<file path="src/rtl/apb_pkg.sv">
// Shared APB definitions: FSM states, PPROT bit positions and
// default widths/timeout used by both master and slave sides.
package apb_pkg;

  typedef enum logic [1:0] {
    ST_IDLE   = 2'd0,
    ST_SETUP  = 2'd1,
    ST_ACCESS = 2'd2,
    ST_RESP   = 2'd3
  } apb_state_e;

  localparam int PROT_PRIV_BIT  = 0;
  localparam int PROT_NSEC_BIT  = 1;
  localparam int PROT_INSTR_BIT = 2;

  localparam int APB_DEF_DATA_WIDTH = 32;
  localparam int APB_DEF_STRB_WIDTH = APB_DEF_DATA_WIDTH / 8;
  localparam int APB_DEF_TIMEOUT    = 16;

endpackage

</file>
<file path="src/rtl/apb_timeout_cnt.sv">
// ACCESS-phase wait counter; expired flags the last allowed
// wait cycle. A TIMEOUT_CYCLES of 0 never expires.
module apb_timeout_cnt
  import apb_pkg::*;
#(
  parameter int TIMEOUT_CYCLES = APB_DEF_TIMEOUT
) (
  input  logic apb_clk_in,
  input  logic apb_rstn_in,
  input  logic clear,
  input  logic enable,
  output logic expired
);

  localparam int CW =
    (TIMEOUT_CYCLES > 0) ? $clog2(TIMEOUT_CYCLES + 1) : 1;

  generate
    if (TIMEOUT_CYCLES == 0) begin : g_off
      logic unused_in;
      assign unused_in = ^{apb_clk_in, apb_rstn_in, clear, enable};
      assign expired   = 1'b0;
    end else begin : g_on
      logic [CW-1:0] cnt_q;

      always_ff @(posedge apb_clk_in or negedge apb_rstn_in) begin
        if (!apb_rstn_in) begin
          cnt_q <= '0;
        end else if (clear) begin
          cnt_q <= '0;
        end else if (enable) begin
          cnt_q <= cnt_q + CW'(1);
        end
      end

      assign expired = (cnt_q == CW'(TIMEOUT_CYCLES - 1));
    end
  endgenerate

endmodule

</file>
<file path="src/rtl/apb_master_if.sv">
// APB master front end: one command at a time through
// SETUP/ACCESS with bounded PREADY wait, response over valid/ready.
module apb_master_if
  import apb_pkg::*;
#(
  parameter  int APB_ADDR_WIDTH = 32,
  parameter  int APB_DATA_WIDTH = APB_DEF_DATA_WIDTH,
  parameter  int TIMEOUT_CYCLES = APB_DEF_TIMEOUT,
  localparam int APB_STRB_WIDTH = APB_DATA_WIDTH / 8
) (
  input  logic                      apb_clk_in,
  input  logic                      apb_rstn_in,
  input  logic                      cmd_valid_in,
  output logic                      cmd_ready_out,
  input  logic [APB_ADDR_WIDTH-1:0] cmd_addr_in,
  input  logic                      cmd_write_in,
  input  logic [APB_DATA_WIDTH-1:0] cmd_wdata_in,
  input  logic [APB_STRB_WIDTH-1:0] cmd_strb_in,
  input  logic [2:0]                cmd_prot_in,
  output logic                      rsp_valid_out,
  input  logic                      rsp_ready_in,
  output logic [APB_DATA_WIDTH-1:0] rsp_rdata_out,
  output logic                      rsp_error_out,
  output logic                      rsp_timeout_out,
  output logic [APB_ADDR_WIDTH-1:0] apb_addr_out,
  output logic                      apb_psel_out,
  output logic                      apb_penable_out,
  output logic                      apb_write_out,
  output logic [APB_DATA_WIDTH-1:0] apb_wdata_out,
  output logic [APB_STRB_WIDTH-1:0] apb_strb_out,
  output logic [2:0]                apb_prot_out,
  input  logic [APB_DATA_WIDTH-1:0] apb_rdata_in,
  input  logic                      apb_ready_in,
  input  logic                      apb_slverr_in
);

  apb_state_e state_q, state_d;

  logic [APB_ADDR_WIDTH-1:0] addr_q, addr_d;
  logic                      write_q, write_d;
  logic [APB_DATA_WIDTH-1:0] wdata_q, wdata_d;
  logic [APB_STRB_WIDTH-1:0] strb_q, strb_d;
  logic [2:0]                prot_q, prot_d;
  logic                      psel_q, psel_d;
  logic                      pen_q, pen_d;
  logic                      rvalid_q, rvalid_d;
  logic [APB_DATA_WIDTH-1:0] rdata_q, rdata_d;
  logic                      err_q, err_d;
  logic                      to_q, to_d;

  logic cnt_clr;
  logic cnt_en;
  logic expired;

  apb_timeout_cnt #(
    .TIMEOUT_CYCLES (TIMEOUT_CYCLES)
  ) u_tmo (
    .apb_clk_in  (apb_clk_in),
    .apb_rstn_in (apb_rstn_in),
    .clear       (cnt_clr),
    .enable      (cnt_en),
    .expired     (expired)
  );

  always_comb begin
    state_d  = state_q;
    addr_d   = addr_q;
    write_d  = write_q;
    wdata_d  = wdata_q;
    strb_d   = strb_q;
    prot_d   = prot_q;
    psel_d   = psel_q;
    pen_d    = pen_q;
    rvalid_d = rvalid_q;
    rdata_d  = rdata_q;
    err_d    = err_q;
    to_d     = to_q;
    cnt_clr  = 1'b0;
    cnt_en   = 1'b0;
    unique case (1'b1)
      (state_q == ST_IDLE): begin
        if (cmd_valid_in) begin
          addr_d  = cmd_addr_in;
          write_d = cmd_write_in;
          wdata_d = cmd_write_in ? cmd_wdata_in : '0;
          strb_d  = cmd_write_in ? cmd_strb_in : '0;
          prot_d  = cmd_prot_in;
          psel_d  = 1'b1;
          state_d = ST_SETUP;
        end
      end
      (state_q == ST_SETUP): begin
        pen_d   = 1'b1;
        cnt_clr = 1'b1;
        state_d = ST_ACCESS;
      end
      (state_q == ST_ACCESS): begin
        // PREADY takes priority over an expiring counter
        if (apb_ready_in) begin
          psel_d   = 1'b0;
          pen_d    = 1'b0;
          rvalid_d = 1'b1;
          rdata_d  = write_q ? '0 : apb_rdata_in;
          err_d    = apb_slverr_in;
          to_d     = 1'b0;
          state_d  = ST_RESP;
        end else if (expired) begin
          psel_d   = 1'b0;
          pen_d    = 1'b0;
          rvalid_d = 1'b1;
          rdata_d  = '0;
          err_d    = 1'b1;
          to_d     = 1'b1;
          state_d  = ST_RESP;
        end else begin
          cnt_en = 1'b1;
        end
      end
      (state_q == ST_RESP): begin
        if (rsp_ready_in) begin
          rvalid_d = 1'b0;
          state_d  = ST_IDLE;
        end
      end
      default: begin
        psel_d   = 1'b0;
        pen_d    = 1'b0;
        rvalid_d = 1'b0;
        state_d  = ST_IDLE;
      end
    endcase
  end

  always_ff @(posedge apb_clk_in or negedge apb_rstn_in) begin
    if (!apb_rstn_in) begin
      state_q  <= ST_IDLE;
      addr_q   <= '0;
      write_q  <= 1'b0;
      wdata_q  <= '0;
      strb_q   <= '0;
      prot_q   <= '0;
      psel_q   <= 1'b0;
      pen_q    <= 1'b0;
      rvalid_q <= 1'b0;
      rdata_q  <= '0;
      err_q    <= 1'b0;
      to_q     <= 1'b0;
    end else begin
      state_q  <= state_d;
      addr_q   <= addr_d;
      write_q  <= write_d;
      wdata_q  <= wdata_d;
      strb_q   <= strb_d;
      prot_q   <= prot_d;
      psel_q   <= psel_d;
      pen_q    <= pen_d;
      rvalid_q <= rvalid_d;
      rdata_q  <= rdata_d;
      err_q    <= err_d;
      to_q     <= to_d;
    end
  end

  assign cmd_ready_out   = (state_q == ST_IDLE);
  assign rsp_valid_out   = rvalid_q;
  assign rsp_rdata_out   = rdata_q;
  assign rsp_error_out   = err_q;
  assign rsp_timeout_out = to_q;
  assign apb_addr_out    = addr_q;
  assign apb_psel_out    = psel_q;
  assign apb_penable_out = pen_q;
  assign apb_write_out   = write_q;
  assign apb_wdata_out   = wdata_q;
  assign apb_strb_out    = strb_q;
  assign apb_prot_out    = prot_q;

endmodule

</file>
<file path="config.mk">
export PLATFORM = sky130hd
export DESIGN_NAME = apb_master_if
export DESIGN_NICKNAME = d
export VERILOG_FILES = /design/src/rtl/apb_pkg.sv /design/src/rtl/apb_timeout_cnt.sv /design/src/rtl/apb_master_if.sv
export SDC_FILE = /design/constraint.sdc
export NUM_CORES = 1
export LEC_CHECK = 0
export BUFFER_PORTS_ARGS = -buffer_cell sky130_fd_sc_hd__clkbuf_2
export CORE_MARGIN = 10
export CORE_UTILIZATION = 29
export CTS_CLUSTER_SIZE = 30
export DETAILED_ROUTE_END_ITERATION = 7
export SETUP_SLACK_MARGIN = 0.02
export SKIP_LAST_GASP = 1
export SYNTH_ARGS = -nofsm -noshare
export SYNTH_HDL_FRONTEND = slang
export SYNTH_SLANG_ARGS = --single-unit
</file>
<file path="constraint.sdc">
create_clock -name apb_clk_in -period 1.61 [get_ports apb_clk_in]
set_input_delay 0 -clock apb_clk_in [delete_from_list [all_inputs] [get_ports apb_clk_in]]
set_output_delay 0 -clock apb_clk_in [all_outputs]
set_load 0.02 [all_outputs]
</file>
==> metrics.md, run 1 <==
| Metric | Value |
|---|---|
| Routed WL | `16,100 µm` |
| Synth cell types | `29` |
| Dpl cell area | `6150 µm²` |
| Placed insts | `858` |
| F_max | `560 MHz` |
| Worst reg-to-reg path cell count | `8` |
| Slowest-stage cell, CP | `dfrtp_1` |
| First-pass DRT Iterations | `4` |
| Slowest stage delay, CP | `0.38 ns` |
| Fraction of the cycle the final worst path needs | `111%` |
| Warnings from Yosys | `0` |
| Top Ports | `220` |
| Pre-CTS WS | `-0.193 ns` |
| Clock sink count | `116` |
| Hold Path Class | `in -> reg` |
| Nets | `894` |
| Critical Path RT | `1.89 ns` |
| Clk slew on worst S/H paths | `0.05 ns` |
| CP Buf/Inv Count | `3` |
| DRC marker count from the first detailed-route iteration | `133` |
| Core Region | `15,800 µm²` |
| Worst R2R End | `rsp_rdata_out[26]` |
| ANT nets after route | `0` |
| Final Max Slew Viols | `0` |
| Chip width | `147 µm` |
| Launch point of the worst hold path | `apb_ready_in` |
| Largest area contributor in the netlist | `dfrtp_1` |
| First-pass GRT wire length | `24,600 µm` |
| Synthesized Nets | `548` |
| Avg Cell Area, Syn | `10.8 µm²` |
| Count of input and output buffers | `219` |
| RSZ-0062 raised after global routing | `true` |
| Routed WL per cell | `16.0 µm` |
| Top cells by area, synth | `dfrtp_1 62%, nand2_1 11%, mux2_2 9.4%, o21ai_0 6.9%, ha_1 1.9%` |
| Routability Congestion | `0.744` |
| Crit path max fanout | `9` |
| Clock Path Buffers | `2` |
| Worst skew pair latency | `0.41 ns` |
| Fin cells | `1,006` |
| Largest net degree at the start of global routing | `69` |
| R2R Path Start | `u_tmo.g_on.cnt_q[0]` |
| Arr. time, crit path | `2.07 ns` |
| Hold path depth | `3` |
| Power, Total | `15.4 mW` |
| DP Wirelength | `10,500 µm` |
| Yosys top cell area share | `62.3%` |
| Final instance area | `8120 µm²` |
| Util after Layout | `51.3%` |
| Die area | `21,500 µm²` |
| Family with the most delay on the worst path | `buffers and inverters` |
| Failing checks | `setup timing` |
| Final Hold Viols | `0` |
| Vias in the first global route | `4,679` |
| Share of layout cells above drive strength 1 | `42.6%` |
| Die height | `147 µm` |
| Setup ws final | `-0.176 ns` |
| Root Buffer Master | `clkbuf_16` |
| Power Dens Cells | `1900 nW/µm²` |
| Tmin final | `1.79 ns` |
| Worst Setup End Kind | `flip-flop` |
| CP startpoint kind | `flip-flop` |
| Layout area overhead | `74.1%` |
| Post-Syn Area | `4660 µm²` |
| Number of synthesized register bits | `116` |
| Status | `complete, but fails checks` |
| Final setup viols | `42` |
| Initial antenna violation count | `1` |
| Synth Instances | `431` |
| Crit Path Class | `reg -> reg` |
| TritonCTS clock tree | `built` |
| Sequential fraction of the synthesis area | `62.3%` |
| DRC | `0` |
| Vias per cell | `4.28` |
| CP Cell Sequence | `ha_2 > and3_4 > ha_4 > buf_4 > o21ai_4 > buf_12 > clkbuf_16 > o21ai_0` |
| GRT Util Overall | `14.2%` |
| Slew @ Worst Pin | `0.754 ns` |
| # H-tree levels | `4` |
| Row cnt | `46` |
| Slew HR | `49.7%` |
| GRT overflow | `0` |
| Pleak | `4.05 nW` |
| TritonCTS buffer count | `17` |
| TNS Setup | `-5.05 ns` |
| Post-route clock skew | `0.00959 ns` |
| Setup slack, reg-to-reg | `-0.18 ns` |
| Initial Util | `29.4%` |
| Max VDD drop | `791 µV` |
| Hold Path Sink | `rsp_error_out` |
| Via Count | `4,304` |
| Fin Hold WS | `0.0572 ns` |
| Max_cap viols | `0` |
==> layout by cell type, fill, tap and decap left out, types with 2 or more instances in the layout <==
cell           count
o21ai_1            8
dlygate4sd3_1    106
nor2_1             4
bufinv_16          4
clkinv_2           2
clkbuf_16         21
mux2_2            37
o21ai_2            4
dfrtp_1          116
clkbuf_8           6
ha_1               4
mux2_4             2
xnor2_1            2
nand2_1          138
inv_1              4
mux2i_1            2
ha_4               2
nor2b_1            3
o21ai_0           58
buf_4             16
clkinvlp_4         2
clkbuf_2         218
buf_12             7
buf_6              4
==> cells by family after synthesis <==
group	Yosys count	share of synthesized area (%)
simple gates	157	14.0
flops	116	62.3
compound gates	76	8.38
mux	41	9.85
buf+inv	32	3.22
fa+ha+maj	7	1.88
xor+xnor	2	0.376
==> cell usage after synthesis (all sizes together) <==
library cell and n:
a21oi 1, dfrtp 116, nand2b 1, nor2b 4, xnor2 2, a21o 1
o21ai 71, and3 2, nand3 1, or4 1, mux2 39, nor3 1
nor2 4, inv 4, buf 15, o21bai 1, o21a 1, a211oi 1
nor4 1, nand2 139, nor3b 1, ha 7, mux2i 2, clkbuf 13
nor4b 1, nor4bb 1
==> timing repair <==
action / CTS / global route
hold buffers: 106 / 0
resized for setup: 3 / 19
endpoints found under the hold margin: 221 / 0
setup buffers: 1 / 1
gates cloned: 0 / 8
setup endpoints to repair: 44 / 79
pin swaps: 4 / 1
==> tightest hold or removal path: stages <==
cell	delay [ns]
clkbuf_2	0.19
nor2b_1	0.15
o21ai_0	0.07
==> registers in the layout (all words and copies together), names as in the netlist <==
register          cells
rsp_valid_out         1
apb_wdata_out        32
state_q               2
u_tmo.g_on.cnt_q      5
apb_write_out         1
rsp_rdata_out        32
rsp_timeout_out       1
apb_strb_out          4
apb_prot_out          3
apb_psel_out          1
rsp_error_out         1
apb_addr_out         32
apb_penable_out       1
==> metal layers <==
| metal | GRT usage (%) | up-vias | wire, µm |
|---|---|---|---|
| li1 | - | 2116 | - |
| met1 | 14.6 | 2018 | 6300 |
| met2 | 24.9 | 147 | 8070 |
| met3 | 6.05 | 23 | 1340 |
| met4 | 5.51 | 0 | 347 |
| met5 | 0 | - | 0 |
==> layout make-up <==
type / instances / area [µm²]
inverters: 4 / 15.0
flip-flops and latches: 116 / 2900
fillers: 1408 / 7710
well taps: 216 / 270
multi-input cells: 283 / 1720
repair buffers: 355 / 2560
diodes: 1 / 2.50
clock buffers: 23 / 508
clock inverters: 8 / 145
==> power by group <==
group | leakage (nW) | switching [mW] | internal [mW]
logic | 2.26 | 3.77 | 2.66
registers | 1.48 | 0.677 | 4.17
clock network | 0.317 | 1.30 | 2.82
==> how the worst max path moves through the flow <==
stage	startpoint	end	slack (ns)	cells after the start
2_1_floorplan	u_tmo.g_on.cnt_q[0]	state_q[1]	-0.1	7
3_3_place_gp	u_tmo.g_on.cnt_q[1]	state_q[1]	-0.16	7
3_5_place_dp	u_tmo.g_on.cnt_q[1]	state_q[1]	-0.19	7
4_1_cts	u_tmo.g_on.cnt_q[0]	state_q[1]	-0.15	7
5_1_grt	u_tmo.g_on.cnt_q[0]	rsp_rdata_out[24]	-0.25	9
6_report	u_tmo.g_on.cnt_q[0]	rsp_rdata_out[26]	-0.18	8
Note: power is estimated with default switching activity, not from simulation.
==> run 2, diff against run 1 <==
--- a/config.mk
+++ b/config.mk
@@ -5,7 +5,7 @@
 export SDC_FILE = /design/constraint.sdc
 export NUM_CORES = 1
 export LEC_CHECK = 0
-export BUFFER_PORTS_ARGS = -buffer_cell sky130_fd_sc_hd__clkbuf_2
+export BUFFER_PORTS_ARGS = -buffer_cell sky130_fd_sc_hd__buf_2
 export CORE_MARGIN = 10
 export CORE_UTILIZATION = 29
 export CTS_CLUSTER_SIZE = 30
==> metrics.md, run 2 (synthesis gave the netlist of run 1 again) <==
| Metric | Value |
|---|---|
| Power Dens Cells | `1850 nW/µm² (was 1900 nW/µm²)` |
| GRT Util Overall | `14.0% (was 14.2%)` |
| TritonCTS clock tree | `built (unchanged)` |
| Core Region | `15,800 µm² (unchanged)` |
| Nets | `892 (was 894)` |
| Commonest non-fill, non-tap cell in the layout | `buf_2 (was clkbuf_2)` |
| Share of layout cells above drive strength 1 | `42.2% (was 42.6%)` |
| Vias in the first global route | `4,654 (was 4,679)` |
| CP Cell Sequence | `ha_2 > and3_4 > ha_4 > buf_4 > o21ai_4 > buf_12 > clkbuf_16 > nand2_1 > o21ai_0 (was ha_2 > and3_4 > ha_4 > buf_4 > o21ai_4 > buf_12 > clkbuf_16 > o21ai_0)` |
| DP Wirelength | `10,400 µm (was 10,500 µm)` |
| Commonest cells after routing, fill and taps aside | `218 x buf_2, 138 x nand2_1, 115 x dfrtp_1 (was 218 x clkbuf_2, 138 x nand2_1, 116 x dfrtp_1)` |
| Die area | `21,500 µm² (unchanged)` |
| Count of input and output buffers | `219 (unchanged)` |
| Slowest-stage cell, CP | `dfrtp_1 (unchanged)` |
| Layout area overhead | `71.4% (was 74.1%)` |
| Clock sink count | `116 (unchanged)` |
| Status | `complete, but fails checks (unchanged)` |
| Util after Layout | `50.5% (was 51.3%)` |
| DRC marker count from the first detailed-route iteration | `129 (was 133)` |
| Final Max Slew Viols | `0 (unchanged)` |
| Hold path depth | `3 (unchanged)` |
| DRC | `0 (unchanged)` |
| Post-route clock skew | `0.00963 ns (was 0.00959 ns)` |
| Routed WL per cell | `16.0 µm (about the same)` |
| Crit Path Class | `reg -> reg (unchanged)` |
| Routability Congestion | `0.757 (was 0.744)` |
| Critical Path RT | `1.92 ns (was 1.89 ns)` |
| Routed WL | `16,000 µm (was 16,100 µm)` |
| Arr. time, crit path | `2.08 ns (was 2.07 ns)` |
| Final Hold Viols | `0 (unchanged)` |
| Multi-input logic area | `1700 µm² (was 1720 µm²)` |
| Chip width | `147 µm (unchanged)` |
| Setup ws final | `-0.158 ns (was -0.176 ns)` |
| Slew HR | `55.5% (was 49.7%)` |
| # H-tree levels | `4 (unchanged)` |
| Clock Path Buffers | `2 (unchanged)` |
| GRT overflow | `0 (unchanged)` |
| Final setup viols | `43 (was 42)` |
| Vias per cell | `4.36 (was 4.28)` |
| TritonCTS buffer count | `17 (unchanged)` |
| Largest net degree at the start of global routing | `117 (was 69)` |
| First-pass GRT wire length | `24,500 µm (was 24,600 µm)` |
| Fill count | `1,404 (was 1,408)` |
| Fraction of the cycle the final worst path needs | `110% (was 111%)` |
| Worst reg-to-reg path cell count | `9 (was 8)` |
| Top Ports | `220 (unchanged)` |
| Initial antenna violation count | `1 (unchanged)` |
| TNS Setup | `-5.19 ns (was -5.05 ns)` |
| Register area | `2900 µm² (about the same)` |
| Failing checks | `setup timing (unchanged)` |
| Die height | `147 µm (unchanged)` |
| Pleak | `4.01 nW (was 4.05 nW)` |
| Worst Setup End Kind | `flip-flop (unchanged)` |
| Pre-CTS WS | `-0.160 ns (was -0.193 ns)` |
| Slowest stage delay, CP | `0.39 ns (was 0.38 ns)` |
| Worst skew pair latency | `0.41 ns (about the same)` |
| Crit path max fanout | `9 (unchanged)` |
| Root Buffer Master | `clkbuf_16 (unchanged)` |
| Clk slew on worst S/H paths | `0.05 ns (about the same)` |
| Max VDD drop | `883 µV (was 791 µV)` |
| First-pass DRT Iterations | `5 (was 4)` |
| Hold Path Class | `in -> reg (unchanged)` |
| CP startpoint kind | `flip-flop (unchanged)` |
| RSZ-0062 raised after global routing | `true (unchanged)` |
| Row cnt | `46 (unchanged)` |
| Tmin final | `1.77 ns (was 1.79 ns)` |
| F_max | `566 MHz (was 560 MHz)` |
| Slew @ Worst Pin | `0.667 ns (was 0.754 ns)` |
| Max_cap viols | `0 (unchanged)` |
| ANT nets after route | `0 (unchanged)` |
| Initial Util | `29.4% (unchanged)` |
| Via Count | `4,376 (was 4,304)` |
## run 2: through the flow
stage	power (mW)	std cells	hold WS (ns)	instance area (µm²)
2_1_floorplan	8.31	431	-0.296	4690
3_3_place_gp	10.5	857	0.137	6150
3_5_place_dp	10.7	857	0.151	6150
4_1_cts	14.6	996	0.0382	7820
5_1_grt	15.7	1004	0.0612	7990
6_report	14.8	1004	0.0697	7990
## run 2: per-layer routing
layer	vias to the layer above	global-route usage, %	wire, µm
met5	-	0	0
li1	2106	-	-
met4	0	5.36	403
met2	177	24.4	8010
met1	2060	14.9	6190
met3	33	5.80	1420
## run 2: repair_timing
action,CTS,global route
hold buffers,106,0
endpoints found under the hold margin,221,0
setup buffers,2,1
cloned,0,6
resized for setup,7,14
endpoints found under the setup margin,44,91
pin swaps,4,4
## run 2: worst max-delay path, delay by kind of cell, from the launching register on
kind	cells	cell delay (ns)
fa+ha+maj	2	0.34
buf+inv	3	0.47
flops	1	0.39
compound gates	2	0.24
simple gates	2	0.23
## run 2: cell type report
cell class	count	area share (%)
Antenna cell	1	0.0313
Clock buffer	22	6.06
Clock inverter	9	0.987
Inverter	4	0.188
Multi-Input combinational cell	283	21.3
Sequential cell	116	36.4
Tap cell	216	3.38
Timing Repair Buffer	353	31.7
## run 2: power breakdown
group | internal (mW) | switching, mW
sequential | 4.17 | 0.647
clock | 2.26 | 1.26
combinational | 2.68 | 3.73
## run 2: path summary, 6_finish.rpt
path	end	slack, ns	start
worst max-delay path	rsp_rdata_out[3]	-0.16	u_tmo.g_on.cnt_q[0]
worst min-delay path	apb_psel_out	0.07	cmd_valid_in
worst max register to register	rsp_rdata_out[3]	-0.16	u_tmo.g_on.cnt_q[0]
worst min register to register	apb_wdata_out[6]	0.47	apb_wdata_out[6]
max in group asynchronous	rsp_rdata_out[24]	0.86	apb_rstn_in
min in group asynchronous	u_tmo.g_on.cnt_q[0]	0.21	apb_rstn_in
